## config.mk

```make
export PLATFORM = sky130hd
export DESIGN_NAME = mc_ctrl_fsm_hs_flat
export DESIGN_NICKNAME = d
export VERILOG_FILES = /design/src/rtl/mc_ctrl_fsm_hs_if.sv /design/src/rtl/mc_ctrl_fsm_hs.sv /design/src/flat_wrapper.sv
export SDC_FILE = /design/constraint.sdc
export NUM_CORES = 1
export LEC_CHECK = 0
export ABC_AREA = 1
export ABC_CLOCK_PERIOD_IN_PS = 3500
export CAP_MARGIN = 10
export CORE_ASPECT_RATIO = 1.5
export CORE_MARGIN = 4
export CORE_UTILIZATION = 35
export CTS_CLUSTER_DIAMETER = 60
export CTS_CLUSTER_SIZE = 28
export DETAILED_ROUTE_END_ITERATION = 16
export PLACE_DENSITY = 0.66
export SLEW_MARGIN = 20
export SYNTH_ARGS = -nofsm -noshare
export SYNTH_HDL_FRONTEND = slang
export SYNTH_SLANG_ARGS = --single-unit
export TNS_END_PERCENT = 30
```

## constraint.sdc

```tcl
create_clock -name clk -period 3.5 [get_ports clk]
set_clock_uncertainty 0.2 [all_clocks]
set_input_delay 0.35 -clock clk [delete_from_list [all_inputs] [get_ports clk]]
set_output_delay 0.35 -clock clk [all_outputs]
set_load 0.1 [all_outputs]
```

## src/rtl/mc_ctrl_fsm_hs_if.sv

```systemverilog
// Handshake/control bundle between the multicycle control FSM and the
// instruction register, memories and datapath.
// master: the control FSM; slave: the memory/datapath side.
interface mc_ctrl_fsm_hs_if #(
   parameter int unsigned CNT_W = 32
);
   logic [31:0]      instrCode;
   logic             imemReady;
   logic             busReady;
   logic             mulDone;
   logic             imemReq;
   logic             PCEn;
   logic             irWe;
   logic             regFileWe;
   logic             aluSrcMuxSel;
   logic [3:0]       aluControl;
   logic [2:0]       strb;
   logic [2:0]       RFWDSrcMuxSel;
   logic             branch;
   logic             jal;
   logic             jalr;
   logic             busReq;
   logic             busWe;
   logic             mulStart;
   logic             illegal;
   logic             busTimeout;
   logic [CNT_W-1:0] instret;

   modport master (
      input  instrCode, imemReady, busReady, mulDone,
      output imemReq, PCEn, irWe, regFileWe, aluSrcMuxSel, aluControl, strb,
             RFWDSrcMuxSel, branch, jal, jalr, busReq, busWe, mulStart,
             illegal, busTimeout, instret
   );

   modport slave (
      output instrCode, imemReady, busReady, mulDone,
      input  imemReq, PCEn, irWe, regFileWe, aluSrcMuxSel, aluControl, strb,
             RFWDSrcMuxSel, branch, jal, jalr, busReq, busWe, mulStart,
             illegal, busTimeout, instret
   );
endinterface

```

## src/rtl/mc_ctrl_fsm_hs.sv

```systemverilog
// Multicycle RV32I control FSM with ready/valid handshakes on fetch and
// data-memory access, a handshake watchdog, illegal-opcode trap and a
// retired-instruction counter.
// Optional macro M_EXT_EN: routes funct7 = 0000001 R-type to a multi-cycle
// M unit (M_EXE/M_WB); when undefined those encodings trap as illegal.
module mc_ctrl_fsm_hs #(
   parameter int unsigned WAIT_MAX = 15,
   parameter int unsigned CNT_W    = 32
) (
   input  logic             clk,
   input  logic             reset,
   mc_ctrl_fsm_hs_if.master bus
);

   // Wait counter is wide enough to reach WAIT_MAX; it saturates so that the
   // M_EXE first-cycle detection still works with the watchdog disabled.
   localparam int unsigned     WC_W     = (WAIT_MAX < 1) ? 1 : $clog2(WAIT_MAX + 1);
   localparam logic [WC_W-1:0] WC_LIMIT = WC_W'(WAIT_MAX);
   localparam logic [WC_W-1:0] WC_SAT   = '1;

   localparam logic [6:0] OP_R  = 7'b0110011;
   localparam logic [6:0] OP_I  = 7'b0010011;
   localparam logic [6:0] OP_S  = 7'b0100011;
   localparam logic [6:0] OP_L  = 7'b0000011;
   localparam logic [6:0] OP_B  = 7'b1100011;
   localparam logic [6:0] OP_LU = 7'b0110111;
   localparam logic [6:0] OP_AU = 7'b0010111;
   localparam logic [6:0] OP_J  = 7'b1101111;
   localparam logic [6:0] OP_JL = 7'b1100111;

   localparam logic [6:0] F7_MULDIV = 7'b0000001;
   localparam logic [3:0] ALU_ADD   = 4'b0000;
   localparam logic [3:0] ALU_SRAI  = 4'b1101;

   typedef enum logic [4:0] {
      FETCH, DECODE, R_EXE, I_EXE, S_EXE, S_MEM, L_EXE, L_MEM, L_WB,
      B_EXE, LU_EXE, AU_EXE, J_EXE, JL_EXE, M_EXE, M_WB, TRAP
   } state_e;

   state_e           state_q, state_d;
   logic [WC_W-1:0]  wait_cnt_q, wait_cnt_d;
   logic             illegal_q, illegal_d;
   logic             timeout_q, timeout_d;
   logic [CNT_W-1:0] instret_q, instret_d;

   logic             hs_wait;
   logic             hs_ready;

   logic [6:0]       opcode;
   logic [2:0]       funct3;
   logic [6:0]       funct7;
   logic [3:0]       op_field;

   logic             imem_req, pc_en, ir_we, rf_we, alu_src;
   logic [3:0]       alu_ctl;
   logic [2:0]       rfwd_sel;
   logic             br, jl, jlr, bus_req, bus_we, mul_start;

   assign opcode   = bus.instrCode[6:0];
   assign funct3   = bus.instrCode[14:12];
   assign funct7   = bus.instrCode[31:25];
   assign op_field = {bus.instrCode[30], funct3};

   // Register operand / destination fields belong to the datapath.
   logic unused_instr;
   assign unused_instr = ^{bus.instrCode[24:15], bus.instrCode[11:7]};

`ifndef M_EXT_EN
   logic unused_mul;
   assign unused_mul = bus.mulDone;
`endif

   // State register plus wait counter, sticky traps and retire counter.
   always_ff @(posedge clk) begin
      if (reset) begin
         state_q    <= FETCH;
         wait_cnt_q <= '0;
         illegal_q  <= 1'b0;
         timeout_q  <= 1'b0;
         instret_q  <= '0;
      end else begin
         state_q    <= state_d;
         wait_cnt_q <= wait_cnt_d;
         illegal_q  <= illegal_d;
         timeout_q  <= timeout_d;
         instret_q  <= instret_d;
      end
   end

   // Next-state, watchdog and retire-count logic.
   always_comb begin
      state_d    = state_q;
      wait_cnt_d = '0;
      illegal_d  = illegal_q;
      timeout_d  = timeout_q;
      instret_d  = instret_q;
      hs_wait    = 1'b0;
      hs_ready   = 1'b0;

      case (state_q)
         FETCH: begin
            hs_wait  = 1'b1;
            hs_ready = bus.imemReady;
            if (bus.imemReady) state_d = DECODE;
         end
         DECODE: begin
            case (opcode)
               OP_R: begin
                  if (funct7 == F7_MULDIV) begin
`ifdef M_EXT_EN
                     state_d = M_EXE;
`else
                     state_d   = TRAP;
                     illegal_d = 1'b1;
`endif
                  end else begin
                     state_d = R_EXE;
                  end
               end
               OP_I:    state_d = I_EXE;
               OP_S:    state_d = S_EXE;
               OP_L:    state_d = L_EXE;
               OP_B:    state_d = B_EXE;
               OP_LU:   state_d = LU_EXE;
               OP_AU:   state_d = AU_EXE;
               OP_J:    state_d = J_EXE;
               OP_JL:   state_d = JL_EXE;
               default: begin
                  state_d   = TRAP;
                  illegal_d = 1'b1;
               end
            endcase
         end
         R_EXE, I_EXE, B_EXE, LU_EXE, AU_EXE, J_EXE, JL_EXE, L_WB, M_WB:
            state_d = FETCH;
         S_EXE: state_d = S_MEM;
         L_EXE: state_d = L_MEM;
         S_MEM: begin
            hs_wait  = 1'b1;
            hs_ready = bus.busReady;
            if (bus.busReady) state_d = FETCH;
         end
         L_MEM: begin
            hs_wait  = 1'b1;
            hs_ready = bus.busReady;
            if (bus.busReady) state_d = L_WB;
         end
         M_EXE: begin
`ifdef M_EXT_EN
            hs_wait  = 1'b1;
            hs_ready = bus.mulDone;
            if (bus.mulDone) state_d = M_WB;
`else
            state_d = TRAP;
`endif
         end
         TRAP:    state_d = TRAP;
         default: state_d = FETCH;
      endcase

      // Ready at the limit wins because only the not-ready path can trap.
      if (hs_wait && !hs_ready) begin
         if ((WAIT_MAX != 0) && (wait_cnt_q == WC_LIMIT)) begin
            state_d   = TRAP;
            timeout_d = 1'b1;
         end else if (wait_cnt_q != WC_SAT) begin
            wait_cnt_d = wait_cnt_q + 1'b1;
         end
      end

      if ((state_d == FETCH) && (state_q != FETCH)) instret_d = instret_q + 1'b1;
   end

   // Control outputs decoded from the current state and handshake inputs.
   always_comb begin
      imem_req  = 1'b0;
      pc_en     = 1'b0;
      ir_we     = 1'b0;
      rf_we     = 1'b0;
      alu_src   = 1'b0;
      alu_ctl   = ALU_ADD;
      rfwd_sel  = 3'b000;
      br        = 1'b0;
      jl        = 1'b0;
      jlr       = 1'b0;
      bus_req   = 1'b0;
      bus_we    = 1'b0;
      mul_start = 1'b0;

      case (state_q)
         FETCH: begin
            imem_req = 1'b1;
            if (bus.imemReady) begin
               pc_en = 1'b1;
               ir_we = 1'b1;
            end
         end
         R_EXE: begin
            rf_we   = 1'b1;
            alu_ctl = op_field;
         end
         I_EXE: begin
            rf_we   = 1'b1;
            alu_src = 1'b1;
            alu_ctl = (op_field == ALU_SRAI) ? ALU_SRAI : {1'b0, funct3};
         end
         B_EXE: begin
            br      = 1'b1;
            alu_ctl = op_field;
         end
         LU_EXE: begin
            rf_we    = 1'b1;
            rfwd_sel = 3'b010;
         end
         AU_EXE: begin
            rf_we    = 1'b1;
            rfwd_sel = 3'b011;
         end
         J_EXE: begin
            rf_we    = 1'b1;
            rfwd_sel = 3'b100;
            jl       = 1'b1;
         end
         JL_EXE: begin
            rf_we    = 1'b1;
            rfwd_sel = 3'b100;
            jl       = 1'b1;
            jlr      = 1'b1;
         end
         S_EXE: alu_src = 1'b1;
         L_EXE: alu_src = 1'b1;
         S_MEM: begin
            bus_req = 1'b1;
            bus_we  = 1'b1;
         end
         L_MEM: bus_req = 1'b1;
         L_WB: begin
            rf_we    = 1'b1;
            rfwd_sel = 3'b001;
         end
`ifdef M_EXT_EN
         // Counter is still zero only on the first M_EXE cycle.
         M_EXE: mul_start = (wait_cnt_q == '0);
         M_WB: begin
            rf_we    = 1'b1;
            rfwd_sel = 3'b101;
         end
`endif
         default: ;
      endcase
   end

   assign bus.imemReq       = imem_req;
   assign bus.PCEn          = pc_en;
   assign bus.irWe          = ir_we;
   assign bus.regFileWe     = rf_we;
   assign bus.aluSrcMuxSel  = alu_src;
   assign bus.aluControl    = alu_ctl;
   assign bus.strb          = funct3;
   assign bus.RFWDSrcMuxSel = rfwd_sel;
   assign bus.branch        = br;
   assign bus.jal           = jl;
   assign bus.jalr          = jlr;
   assign bus.busReq        = bus_req;
   assign bus.busWe         = bus_we;
   assign bus.mulStart      = mul_start;
   assign bus.illegal       = illegal_q;
   assign bus.busTimeout    = timeout_q;
   assign bus.instret       = instret_q;

endmodule

```

## src/flat_wrapper.sv

```systemverilog
// flat-port wrapper written by rule: the top's interface ports become plain ports
module mc_ctrl_fsm_hs_flat 
#(
   parameter int unsigned WAIT_MAX = 15,
   parameter int unsigned CNT_W    = 32
)
  (clk, reset, bus_instrCode, bus_imemReady, bus_busReady, bus_mulDone, bus_imemReq, bus_PCEn, bus_irWe, bus_regFileWe, bus_aluSrcMuxSel, bus_aluControl, bus_strb, bus_RFWDSrcMuxSel, bus_branch, bus_jal, bus_jalr, bus_busReq, bus_busWe, bus_mulStart, bus_illegal, bus_busTimeout, bus_instret);
  mc_ctrl_fsm_hs_if #(.CNT_W(CNT_W)) bus_i ();
  input  logic clk;
  input  logic reset;
  input wire logic [$bits(bus_i.instrCode)-1:0] bus_instrCode;
  input wire logic [$bits(bus_i.imemReady)-1:0] bus_imemReady;
  input wire logic [$bits(bus_i.busReady)-1:0] bus_busReady;
  input wire logic [$bits(bus_i.mulDone)-1:0] bus_mulDone;
  output wire logic [$bits(bus_i.imemReq)-1:0] bus_imemReq;
  output wire logic [$bits(bus_i.PCEn)-1:0] bus_PCEn;
  output wire logic [$bits(bus_i.irWe)-1:0] bus_irWe;
  output wire logic [$bits(bus_i.regFileWe)-1:0] bus_regFileWe;
  output wire logic [$bits(bus_i.aluSrcMuxSel)-1:0] bus_aluSrcMuxSel;
  output wire logic [$bits(bus_i.aluControl)-1:0] bus_aluControl;
  output wire logic [$bits(bus_i.strb)-1:0] bus_strb;
  output wire logic [$bits(bus_i.RFWDSrcMuxSel)-1:0] bus_RFWDSrcMuxSel;
  output wire logic [$bits(bus_i.branch)-1:0] bus_branch;
  output wire logic [$bits(bus_i.jal)-1:0] bus_jal;
  output wire logic [$bits(bus_i.jalr)-1:0] bus_jalr;
  output wire logic [$bits(bus_i.busReq)-1:0] bus_busReq;
  output wire logic [$bits(bus_i.busWe)-1:0] bus_busWe;
  output wire logic [$bits(bus_i.mulStart)-1:0] bus_mulStart;
  output wire logic [$bits(bus_i.illegal)-1:0] bus_illegal;
  output wire logic [$bits(bus_i.busTimeout)-1:0] bus_busTimeout;
  output wire logic [$bits(bus_i.instret)-1:0] bus_instret;
  assign bus_i.instrCode = bus_instrCode;
  assign bus_i.imemReady = bus_imemReady;
  assign bus_i.busReady = bus_busReady;
  assign bus_i.mulDone = bus_mulDone;
  assign bus_imemReq = bus_i.imemReq;
  assign bus_PCEn = bus_i.PCEn;
  assign bus_irWe = bus_i.irWe;
  assign bus_regFileWe = bus_i.regFileWe;
  assign bus_aluSrcMuxSel = bus_i.aluSrcMuxSel;
  assign bus_aluControl = bus_i.aluControl;
  assign bus_strb = bus_i.strb;
  assign bus_RFWDSrcMuxSel = bus_i.RFWDSrcMuxSel;
  assign bus_branch = bus_i.branch;
  assign bus_jal = bus_i.jal;
  assign bus_jalr = bus_i.jalr;
  assign bus_busReq = bus_i.busReq;
  assign bus_busWe = bus_i.busWe;
  assign bus_mulStart = bus_i.mulStart;
  assign bus_illegal = bus_i.illegal;
  assign bus_busTimeout = bus_i.busTimeout;
  assign bus_instret = bus_i.instret;
  mc_ctrl_fsm_hs #(.WAIT_MAX(WAIT_MAX), .CNT_W(CNT_W)) u_core (.clk(clk), .reset(reset), .bus(bus_i));
endmodule
```

# Word-level counts from Yosys, hierarchy flattened
# Index checks and enable logic that the tools add are counted.
# classes
add_sub_neg	2
reduce_logical	17
eq_ne	29
muxes	25
bitwise_logic	3
# ops
operator	count
$pmux 5 s9	1
$eq 5x4->1 const B	7
$pmux 5 s7	1
$add 32x1->32 const B	1
$mux 5	6
$eq 7x6->1 const B	3
$eq 7x7->1 const B	3
$eq 5x3->1 const B	4
$eq 7x5->1 const B	2
$mux 1	12
$pmux 3 s4	1
$eq 5x2->1 const B	2
$logic_not 5->1	2
$eq 4x4->1 const B	2
$pmux 4 s2	1
$reduce_or 2->1	4
$reduce_or 8->1	1
$eq 7x1->1 const B	1
$eq 7x2->1 const B	1
$reduce_or 7->1	1
$reduce_or 3->1	2
$eq 5x1->1 const B	1
$eq 5x5->1 const B	1
$reduce_bool 5->1	1
other kinds (11)	15
# word_totals
output_inout_bits	55
wordCells	81
in_bits	37
register_bits	43

# Depth between registers and ports, before layout
# Gate-level depths: netlist of the first run.
# logic_depth
ltp_word	8
mapped_depth	13
ltp_nobuf	13

# Worst setup path before layout of the first run
# OpenSTA, ideal clock, no wires.
# synth_timing
kind	reg-to-output
from	register u_core.state_q[1]
to	output bus_aluControl[3]
arrival_time_ps	3002
n_path_buf	0
slack_ps	-52
path_stages_with_launch	5
required_ps	2950
cell_sequence	dfxtp_1 > inv_2 > nor4_1 > nor2_1 > nor3_1
# synth_via
elab_chain_len	3
elab_cells_between_ends	5
cone_classes	eq/ne (3); mux (1); reduce/logical (1)
# synth_lines
element	line_no	source
start: declaration	mc_ctrl_fsm_hs.sv:40	state_e state_q, state_d;
start signal: assignment	mc_ctrl_fsm_hs.sv:82	state_q <= state_d;
$eq 5x2->1 / $eq 5x4->1 (equally long branches)	mc_ctrl_fsm_hs.sv:190	case (state_q)
$reduce_or 2->1 (no line)	-	
$pmux 4 s2 *	mc_ctrl_fsm_hs.sv:190	
end: declaration	flat_wrapper.sv:20	output wire logic [$bits(bus_i.aluControl)-1:0] bus_aluControl;
# Every way passes the cells marked *; elsewhere a longest branch is shown, timed or not.

# Final worst setup path of the first run
# layout_timing
from	register u_core.instret_q[26], in the netlist u_core.bus.instret[26]
to	output bus_instret[26]
# layout_lines
element	line_no	source
start: declaration	mc_ctrl_fsm_hs.sv:44	logic [CNT_W-1:0] instret_q, instret_d;
start signal: assignment	mc_ctrl_fsm_hs.sv:86	instret_q <= instret_d;
end: declaration	flat_wrapper.sv:31	output wire logic [$bits(bus_i.instret)-1:0] bus_instret;
# No word-level cell between the ends.

==> results of run 1 <==
[per-stage QoR]
| step | area (um2) | utilization (%) | hold WS, ns | cells |
|---|---|---|---|---|
| floorplan | 2983 | - | 0.2179 | 461 |
| global placement | 3699 | 44.23 | 0.2291 | 626 |
| detailed placement | 3699 | 44.23 | 0.2432 | 626 |
| CTS | 3849 | 46.03 | 0.2545 | 634 |
| global route | 3849 | 46.03 | 0.2909 | 634 |
| finish | 3849 | 46.03 | 0.2514 | 634 |
[synth_stat cells (2+ instances only)]
| master | count | area (um2) |
|---|---|---|
| dfxtp_1 | 43 | 860.8 |
| a21oi_1 | 33 | 165.2 |
| nand3_4 | 2 | 35.03 |
| a31oi_1 | 2 | 12.51 |
| nor2_1 | 66 | 247.7 |
| ha_1 | 2 | 25.02 |
| nand3_2 | 2 | 20.02 |
| inv_2 | 6 | 22.52 |
| nor2_4 | 4 | 45.04 |
| nand3_1 | 49 | 245.2 |
| buf_4 | 9 | 67.56 |
| nand2_2 | 6 | 37.54 |
| nand2_1 | 101 | 379.1 |
| nor3_1 | 23 | 115.1 |
| xor2_1 | 21 | 183.9 |
| nor2_2 | 4 | 25.02 |
| clkbuf_1 | 4 | 15.01 |
| nand2_4 | 2 | 22.52 |
| inv_1 | 45 | 168.9 |
| buf_6 | 3 | 33.78 |
| buf_2 | 3 | 15.01 |
| xnor2_1 | 10 | 87.58 |
| a21oi_2 | 6 | 52.55 |
| nand4_1 | 6 | 37.54 |
[state kept, by name, indices dropped and copies added, names as in the netlist]
name and count:
u_core.bus.instret 32, u_core.state_q 5, u_core.wait_cnt_q 4, u_core.bus.busTimeout 1, u_core.bus.illegal 1
[placed cells by master, fill, tap and decap left out, types with 2 or more instances in the layout]
master	synthesis	layout
clkdlybuf4s50_1	0	54
inv_1	45	45
nand2_2	6	6
nor2_2	4	4
dfxtp_1	43	43
nand3_4	2	2
ha_1	2	2
clkinv_4	0	2
buf_4	9	23
a31oi_1	2	2
clkbuf_16	0	5
nand4_1	6	6
nor3_1	23	22
nand2_1	101	101
nand2_4	2	2
xnor2_1	10	10
nand3_1	49	49
nor2_1	66	66
xor2_1	21	21
a21oi_2	6	6
a21oi_1	33	33
nand3_2	2	2
nor2_4	4	4
inv_2	6	6
[report_power, final]
part / switching, mW / leakage [nW] / internal [mW]
Sequential: 0.0112 / 0.347 / 0.499
Combinational: 0.201 / 1.07 / 0.0720
Clock: 0.202 / 0.0700 / 0.267
Total: 0.415 / 1.49 / 0.838
[cell type report]
class | instances | area [um2] | area share (%)
Inverter | 51 | 191.4 | 4.974
Tap cell | 107 | 133.9 | 3.479
Sequential cell | 43 | 860.8 | 22.37
Clock buffer | 5 | 125.1 | 3.251
Multi-Input combinational cell | 348 | 1799 | 46.75
Clock inverter | 3 | 25.02 | 0.6502
Timing Repair Buffer | 77 | 713.2 | 18.53
[final timing paths]
kind	startpoint	endpoint	slack, ns	cells past startpoint
worst max-delay path	u_core.bus.instret[26]$_SDFFE_PP0P_	bus_instret[26]	0.98	1
worst min-delay path	u_core.bus.illegal$_SDFFE_PP0P_	u_core.bus.illegal$_SDFFE_PP0P_	0.25	2
worst max register to register	u_core.state_q[0]$_SDFF_PP0_	u_core.bus.instret[26]$_SDFFE_PP0P_	1.16	10
worst min register to register	u_core.bus.illegal$_SDFFE_PP0P_	u_core.bus.illegal$_SDFFE_PP0P_	0.25	2
[routing by layer]
layer  routed length [um]  up-vias
li1                     -     1611
met1                 3358     1390
met2                 4321       83
met3                  397       17
met4                  249        0
met5                    0        -
[kinds of logic after synthesis]
kind of cell / count (synthesis) / share of synthesized area [%]
AOI/OAI and AO/OA: 46 / 8.823
other: 1 / 0.1259
xor gates and xnor gates: 31 / 9.118
DFF: 43 / 28.91
buffers and inverters: 70 / 10.84
and+or+nand+nor: 268 / 41.34
adders and majority gates: 2 / 0.8402
==> impl_metrics.csv, run 1 <==
group,metric,value,unit
outcome,status,"complete, no violations",
floorplan,rows,41,
synth,ys.flop_type,"dfxtp_1",
clock_network,clock_sinks,43,
synth,yosysWarnings,0,
sta,post-route-period-util,71.97,%
power_and_ir_drop,power,1.252,mW
routing,ant_nets,0,
grt,top_usage_layer,"met2",
clock_network,ctsResizeCount,0,
floorplan,start_util,35.61,%
sta,hold_viol,0,
worst_setup_path,crit_chain,"clkdlybuf4s50_1",
placement,io_buffers,74,
placement,dp_hpwl,6529,um
finish,final_net_count,565,
routing,avgRoutedWirePerCell,13.14,um
synth,synth_edf_count,0,
routing,routed_wl,8328,um
finish,drive_above_1_share,12.14,%
synth,ys_ff_latch,43,
clock_network,clk_pin_slew,0.07,ns
worst_setup_path,crit_buf_inv,1,
worst_setup_path,crit_path_start_kind,"flop",
clock_network,htreeDepth,2,
grt,met1_usage,17.86,%
grt,antenna_found_initial,0,
worst_setup_path,crit_required,2.95,ns
power_and_ir_drop,p_leak,1.491,nW
sta,clock.fmax,397.0,MHz
synth,syn_nets,500,
grt,grt_pass1_vias,3040,
run,maxCapViolations,0,
clock_network,clock_latency,0.29,ns
finish,antennaDiodeCount,0,
synth,yosysSeqAreaShare,28.91,%
worst_setup_path,critPathTopFamily,"buffers and inverters",
routing,dr.first_iter.drc_count,133,
floorplan,ios,92,
worst_setup_path,cp.arrival,1.97,ns
grt,grt_max_degree,32,
sta,slew_violations,0,
power_and_ir_drop,vdd_drop_max,0.0002355,V
floorplan,die_area,10080,um2
sta,tightest_slew,0.9962,ns
clock_network,ctsHoldBuffers,0,
synth,syn_inst,461,
clock_network,cts_root_buffer,"clkbuf_16",
sta,setup_ws,0.9812,ns
finish,num-fill-cells,866,
worst_setup_path,crit_fanout,6,
grt,grt-ovfl-total,0,
floorplan,die_h,121.0,um
worst_setup_path,slowest_stage,"clkdlybuf4s50_1",
sta,period_needed,2.519,ns
grt,grt_use_met3,3.261,%
floorplan,coreArea,8362,um2
sta,setup_viol_count_final,0,
clock_network,cts_tree,"yes",
sta,rsz0062_at_grt,"no",
clock_network,numCtsBuffers,5,
power_and_ir_drop,powerDensity,325.4,nW/um2
sta,finalSetupTns,0,ns
worst_hold_path,hp-class,"reg2reg",
synth,synthDistinctLibCells,33,
worst_setup_path,max_stage_delay,1.20,ns
worst_setup_path,critical_path_class,"reg2out",
routing,drt_first_pass_iters,4,
placement,gp_congestion,0.9063,
floorplan,dieWidth,83.32,um
synth,syn_area,2978,um2
placement,place_ws,0.7295,ns
worst_setup_path,cp-end-kind,"primary output",
routing,drc_errors,0,
finish,areaGrowthSynthToFinish,29.24,%
routing,via_per_inst,4.891,
clock_network,clockBufferDepth,2,
clock_network,postCtsSetupRepairBufs,0,
grt,grt_pass1_wl,13940,um
grt,grt_util_all_layers,16.61,%
grt,grtUsageMet2,31.28,%
synth,async_reset_ff_share,0,%
synth,synth_area_per_cell,6.460,um2
routing,via_count,3101,
sta,slew_headroom,33.38,%
Note: power is estimated with default switching activity, not from simulation.
==> run 2: changes to the inputs <==
- ABC_CLOCK_PERIOD_IN_PS: 3500 -> 2100
- PLACE_DENSITY: 0.66 -> 0.68
- clock period: 3.5 -> 2.1 ns (I/O delays scaled with it)
==> run 2 against run 1 <==
The run now ends with negative setup slack left. Clock power grew 65%. Combinational power grew to 2.6 times the previous value. Cell area grew 26%. Sequential power grew 67%. Clock-buffer cell count is the same. Wire length grew 25%. Final cell count grew 7.3%. Die area is the same. Global-route usage grew 1.7 points. Hold slack lost 0.033 ns. Largest cell class unchanged. Highest routed layer unchanged.
==> impl_metrics.csv, run 2 (synthesis gave the netlist of run 1 again) <==
group,metric,value,unit
floorplan,dieWidth,83.32,um
sta,period_needed,2.189,ns
finish,antennaDiodeCount,0,
placement,place_ws,-0.3313,ns
clock_network,clockBufferDepth,2,
routing,dr.first_iter.drc_count,193,
floorplan,die_area,10080,um2
floorplan,coreArea,8362,um2
finish,largest_reg_flops,32,
placement,placed_cell_area,4134,um2
finish,areaGrowthSynthToFinish,62.23,%
worst_setup_path,cp.arrival,2.21,ns
finish,design_area,4831,um2
clock_network,numCtsBuffers,5,
floorplan,ios,92,
sta,setup_viol_count_final,26,
clock_network,cts_root_buffer,"clkbuf_16",
clock_network,clock_sinks,43,
placement,dp_hpwl,7241,um
worst_setup_path,worst_r2r_endpoint,"u_core.bus.instret[7]$_SDFFE_PP0P_",
routing,ant_nets,0,
power_and_ir_drop,power,2.341,mW
sta,post-route-period-util,104.2,%
sta,slew_violations,0,
finish,mostFrequentLayoutCells,"94 x nand2_1, 71 x buf_4, 58 x nor2_1, 42 x inv_1, 34 x nand3_1",
worst_setup_path,crit-reg2reg-launch,"u_core.state_q[1]$_SDFF_PP0_",
routing,routed_wl,10440,um
worst_hold_path,hp-start,"u_core.wait_cnt_q[0]$_SDFF_PP0_",
floorplan,die_h,121.0,um
grt,antenna_found_initial,0,
sta,hold_ws,0.2184,ns
worst_setup_path,crit_required,2.12,ns
grt,grt_util_all_layers,18.33,%
sta,clock.fmax,456.8,MHz
outcome,violations,"negative setup slack",
sta,hold_viol,0,
routing,drt_first_pass_iters,5,
placement,gp_congestion,0.9999,
worst_setup_path,max_stage_delay,0.38,ns
clock_network,htreeDepth,2,
grt,grt_pass1_vias,3295,
routing,drc_errors,0,
power_and_ir_drop,powerDensity,484.5,nW/um2
finish,final_net_count,611,
grt,grt-ovfl-total,0,
clock_network,clock_latency,0.29,ns
grt,grt_pass1_wl,15150,um
placement,io_buffers,74,
worst_setup_path,crit_path_start_kind,"flop",
clock_network,clk_pin_slew,0.07,ns
sta,setup_ws,-0.08912,ns
floorplan,start_util,35.61,%
routing,via_count,3520,
worst_setup_path,cp-end-kind,"flop",
worst_setup_path,crit_fanout,6,
grt,grt_max_degree,33,
outcome,status,"finished, violations left",
worst_hold_path,holdPathEnd,"u_core.wait_cnt_q[0]$_SDFF_PP0_",
worst_hold_path,hp-class,"reg2reg",
clock_network,cts_tree,"yes",
finish,post-route-util,57.77,%
worst_setup_path,cp_common_cell,"nand2_4",
worst_setup_path,timing.reg2reg.setup_slack,-0.09,ns
routing,via_per_inst,5.176,
worst_setup_path,critical_path_class,"reg2reg",
worst_setup_path,crit_chain,"inv_6 -> nand2_4 -> nor2_4 -> nand2_2 -> nand2_4 -> nand3_4 -> nand2_4 -> nor2_2 -> nor2_4 -> buf_12 -> clkbuf_16 -> nand3_2 -> a21oi_1",
worst_hold_path,hold_depth,1,
power_and_ir_drop,p_leak,1.987,nW
finish,drive_above_1_share,35.95,%
sta,rsz0062_at_grt,"yes",
worst_setup_path,slowest_stage,"dfxtp_4",
finish,final_common_cell,"nand2_1",
power_and_ir_drop,vdd_drop_max,0.0004766,V
sta,finalSetupTns,-1.052,ns
placement,dp.cells,649,
finish,instances_no_fill,680,
routing,avgRoutedWirePerCell,15.35,um
worst_setup_path,reg2reg_depth,13,
floorplan,rows,41,
run,maxCapViolations,0,
## run 2: cell types whose count changed in the layout (fill, tap and decap cells not counted), sizes merged
cell / delta
dlymetal6s2s: +5
clkinvlp: +2
nand2: +1
inv: -2
clkdlybuf4s50: -39
buf: +74
clkbuf: +5
## run 2: report_power, final
part           switching [mW]  total [mW]  internal (mW)
registers              0.0215       0.853          0.832
clock network           0.335       0.773          0.438
logic                   0.429       0.715          0.286
## run 2: worst max path at each step
stage | startpoint | endpoint | slack, ns | cells past startpoint
floorplan | u_core.state_q[2]$_SDFF_PP0_ | bus_busReq | -0.31 | 4
global placement | bus_instrCode[1] | u_core.bus.instret[1]$_SDFFE_PP0P_ | -0.25 | 13
detailed placement | bus_instrCode[1] | u_core.bus.instret[1]$_SDFFE_PP0P_ | -0.33 | 13
CTS | bus_instrCode[1] | u_core.bus.instret[0]$_SDFFE_PP0P_ | -0.03 | 13
global route | u_core.state_q[1]$_SDFF_PP0_ | u_core.bus.instret[7]$_SDFFE_PP0P_ | -0.20 | 13
finish | u_core.state_q[1]$_SDFF_PP0_ | u_core.bus.instret[7]$_SDFFE_PP0P_ | -0.09 | 13
## run 2: area by class of cell
class                   count  area, um2
multi-input cells         349       2078
clock inverters             3      20.02
repair buffers            122       1373
inverters                  51      215.2
fillers                   778       3531
clock buffers               5      125.1
well taps                 107      133.9
flip-flops and latches     43      885.9
## run 2: per-layer routing
metal | part of all wire (%) | vias to the layer above | global-route usage [%]
met5 | 0 | - | 0
met4 | 5.5 | 0 | 9.816
met3 | 7.1 | 48 | 4.755
met1 | 35 | 1598 | 17.51
li1 | - | 1706 | -
met2 | 52 | 168 | 35.24
## run 2: what timing repair did
action                     in CTS  in global routing
cloned                          0                  7
pin swaps                       0                 42
setup buffers                   2                 14
gates resized for setup         5                 65
setup endpoints to repair      17                 39
hold buffers                    0                  0
## run 2: critical path, delay by kind of cell (launching register included)
kind            cells  cell delay [ns]
buf+inv             3             0.43
compound gates      1             0.14
flops               1             0.38
simple gates        9             0.92
==> run 3: changes to the inputs <==
- ABC_AREA: 1 -> unset
- PLACE_DENSITY: 0.68 -> 0.7
==> run 3 against run 2 <==
The flow still finishes with violations (negative setup slack). Non-clock buffer count grew 60. Register-to-register slack got worse by 0.48 ns. Area after synthesis decreased by 9.7%. Sequential power decreased by 3.0%. Worst setup slack lost 0.49 ns. Core utilization up 9.8 points. Critical path type is now in2reg. Critical endpoint is now u_core.bus.instret[28]$_SDFFE_PP0P_. Highest routed layer unchanged.
==> impl_metrics.csv, run 3 <==
group,metric,value,unit
outcome,status,"finished, violations left",
outcome,violations,"negative setup slack",
sta,hold_viol,0,
routing,via_per_inst,5.522,
routing,via_count,3291,
placement,dp.cells,571,
worst_setup_path,slowest_stage,"clkdlybuf4s50_1",
sta,rsz0062_at_grt,"yes",
finish,final_net_count,534,
finish,num-fill-cells,562,
worst_setup_path,critPathTopFamily,"compound AO/OA/AOI/OAI gates",
synth,ys_ff_latch,43,
worst_setup_path,crit_chain,"clkdlybuf4s50_1 -> nor4_4 -> a311oi_4 -> o211a_1 -> o21ba_4 -> nor4_4 -> buf_4 -> buf_6 -> a311oi_1 -> a41o_1",
synth,yosysSeqAreaShare,32.01,%
worst_setup_path,cp_common_cell,"nor4_4",
sta,setup_viol_count_final,44,
sta,slew_violations,0,
routing,drt_first_pass_iters,4,
synth,synthDistinctLibCells,70,
power_and_ir_drop,power,2.152,mW
finish,post-route-util,67.54,%
run,maxCapViolations,0,
synth,synth_top_area_share,32.01,%
sta,clock.fmax,373.8,MHz
worst_setup_path,critical_path_class,"in2reg",
grt,antenna_found_initial,0,
synth,yosysWarnings,0,
power_and_ir_drop,p_leak,1.991,nW
synth,async_reset_ff_share,0,%
finish,multi_input_area,2042,um2
worst_setup_path,max_stage_delay,0.45,ns
placement,place_ws,-0.9385,ns
floorplan,coreArea,7370,um2
clock_network,htreeDepth,2,
synth,ys.flop_type,"dfxtp_1",
grt,grt_util_all_layers,20.44,%
worst_setup_path,crit_required,2.11,ns
synth,yosysMostFrequentCell,"dfxtp_1",
placement,dp_hpwl,6791,um
sta,post-route-period-util,127.4,%
finish,instances_no_fill,596,
routing,routed_wl,10180,um
floorplan,dieWidth,79.57,um
clock_network,cts_root_buffer,"clkbuf_8",
grt,grt_pass1_wl,15170,um
finish,largest_reg_flops,32,
finish,areaGrowthSynthToFinish,85.11,%
worst_setup_path,cp-end-kind,"flop",
routing,drc_errors,0,
clock_network,clock_latency,0.30,ns
power_and_ir_drop,vdd_drop_max,0.0005469,V
clock_network,numCtsBuffers,5,
synth,synth_area_per_cell,8.123,um2
synth,syn_area,2689,um2
routing,dr.first_iter.drc_count,77,
synth,synth_commonest_cells,"43 x dfxtp_1, 32 x a21oi_1, 28 x nor2_1",
worst_setup_path,crit_path_start_kind,"input port",
clock_network,cts_tree,"yes",
sta,hold_ws,0.2809,ns
routing,avgRoutedWirePerCell,17.08,um
synth,synth.largest_area_cell,"dfxtp_1",
placement,gp_congestion,0.8394,
synth,syn_nets,370,
routing,ant_nets,0,
finish,final_common_cell,"buf_4",
finish,regArea,923.4,um2
sta,period_needed,2.675,ns
worst_setup_path,cp.arrival,2.68,ns
worst_hold_path,hp-class,"reg2reg",
floorplan,die_h,115.4,um
floorplan,start_util,36.49,%
synth,syn_inst,331,
power_and_ir_drop,powerDensity,432.4,nW/um2
grt,grt_pass1_vias,3242,
clock_network,clk_pin_slew,0.09,ns
sta,setup_ws,-0.5754,ns
synth,yosys-top-cells-area,"dfxtp_1 32%, a21oi_1 6.0%, nor2_1 3.9%, o31ai_1 3.4%, or4_1 3.4%",
finish,antennaDiodeCount,0,
worst_setup_path,crit_fanout,6,
floorplan,die_area,9178,um2
floorplan,ios,92,
grt,grt-ovfl-total,0,
grt,grt_max_degree,30,
clock_network,clockBufferDepth,2,
clock_network,clock_sinks,43,
finish,mostFrequentLayoutCells,"132 x buf_4, 23 x nor2_1, 22 x nand2_1, 22 x buf_12",
floorplan,rows,38,
worst_setup_path,crit_buf_inv,3,
finish,drive_above_1_share,55.24,%
synth,synth_edf_count,0,
placement,io_buffers,74,
run 3: per-stage QoR:
stage / area (um2) / TNS [ns]
global placement: 4380 / -24.16
global route: 4977 / -20.00
floorplan: 2883 / -21.35
CTS: 4691 / -16.25
detailed placement: 4380 / -26.56
finish: 4977 / -16.73
run 3: final cells by class:
class	instances	share of cell area, %
clock inverters	3	0.9553
clock buffers	5	1.383
repair buffers	182	34.89
flip-flops and latches	43	18.55
multi-input cells	254	41.03
inverters	9	0.6787
well taps	100	2.514
run 3: where the power goes:
part | leakage (nW) | total (mW) | switching, mW | internal (mW)
combinational | 1.57 | 0.650 | 0.362 | 0.288
sequential | 0.363 | 0.827 | 0.0168 | 0.811
clock | 0.0587 | 0.675 | 0.314 | 0.361
total | 1.99 | 2.15 | 0.693 | 1.46
run 3: worst reg2reg max path, cell delays in order (launching register included):
cell and delay, ns:
dfxtp_2 0.34, or4_4 0.53, a2bb2oi_4 0.18, o22ai_4 0.20
o21ba_4 0.21, nor4_4 0.33, buf_4 0.18, buf_6 0.12
a311oi_1 0.09, a41o_1 0.20
run 3: final timing paths:
kind,endpoint,cells past startpoint,start,slack (ns)
worst max-delay path,u_core.bus.instret[28]$_SDFFE_PP0P_,10,bus_instrCode[31],-0.58
worst min-delay path,u_core.bus.busTimeout$_SDFFE_PP0P_,2,u_core.bus.busTimeout$_SDFFE_PP0P_,0.28
worst max register to register,u_core.bus.instret[28]$_SDFFE_PP0P_,9,u_core.state_q[3]$_SDFF_PP0_,-0.57
worst min register to register,u_core.bus.busTimeout$_SDFFE_PP0P_,2,u_core.bus.busTimeout$_SDFFE_PP0P_,0.28
run 3: what timing repair did:
action	in CTS	in global routing
resized for setup	24	52
gates cloned	2	2
pin swaps	21	25
setup buffers	7	6
endpoints found under the setup margin	46	49
hold buffers	0	0
run 3: logic make-up after synthesis:
group           share of synthesized area, %
flops                                  32.02
compound gates                         21.59
simple gates                           35.51
mux                                    1.629
buf+inv                                6.886
other cells                           0.1395
xor+xnor                               1.303
fa+ha+maj                             0.9305
run 3: per-layer routing:
metal  up-vias  part of all wire (%)  GRT usage [%]
met5         -                     0              0
met4         0                   2.4          8.028
met3        20                   5.0          3.292
met2       112                    56          39.38
met1      1594                    36          21.61
li1       1565                     -              -
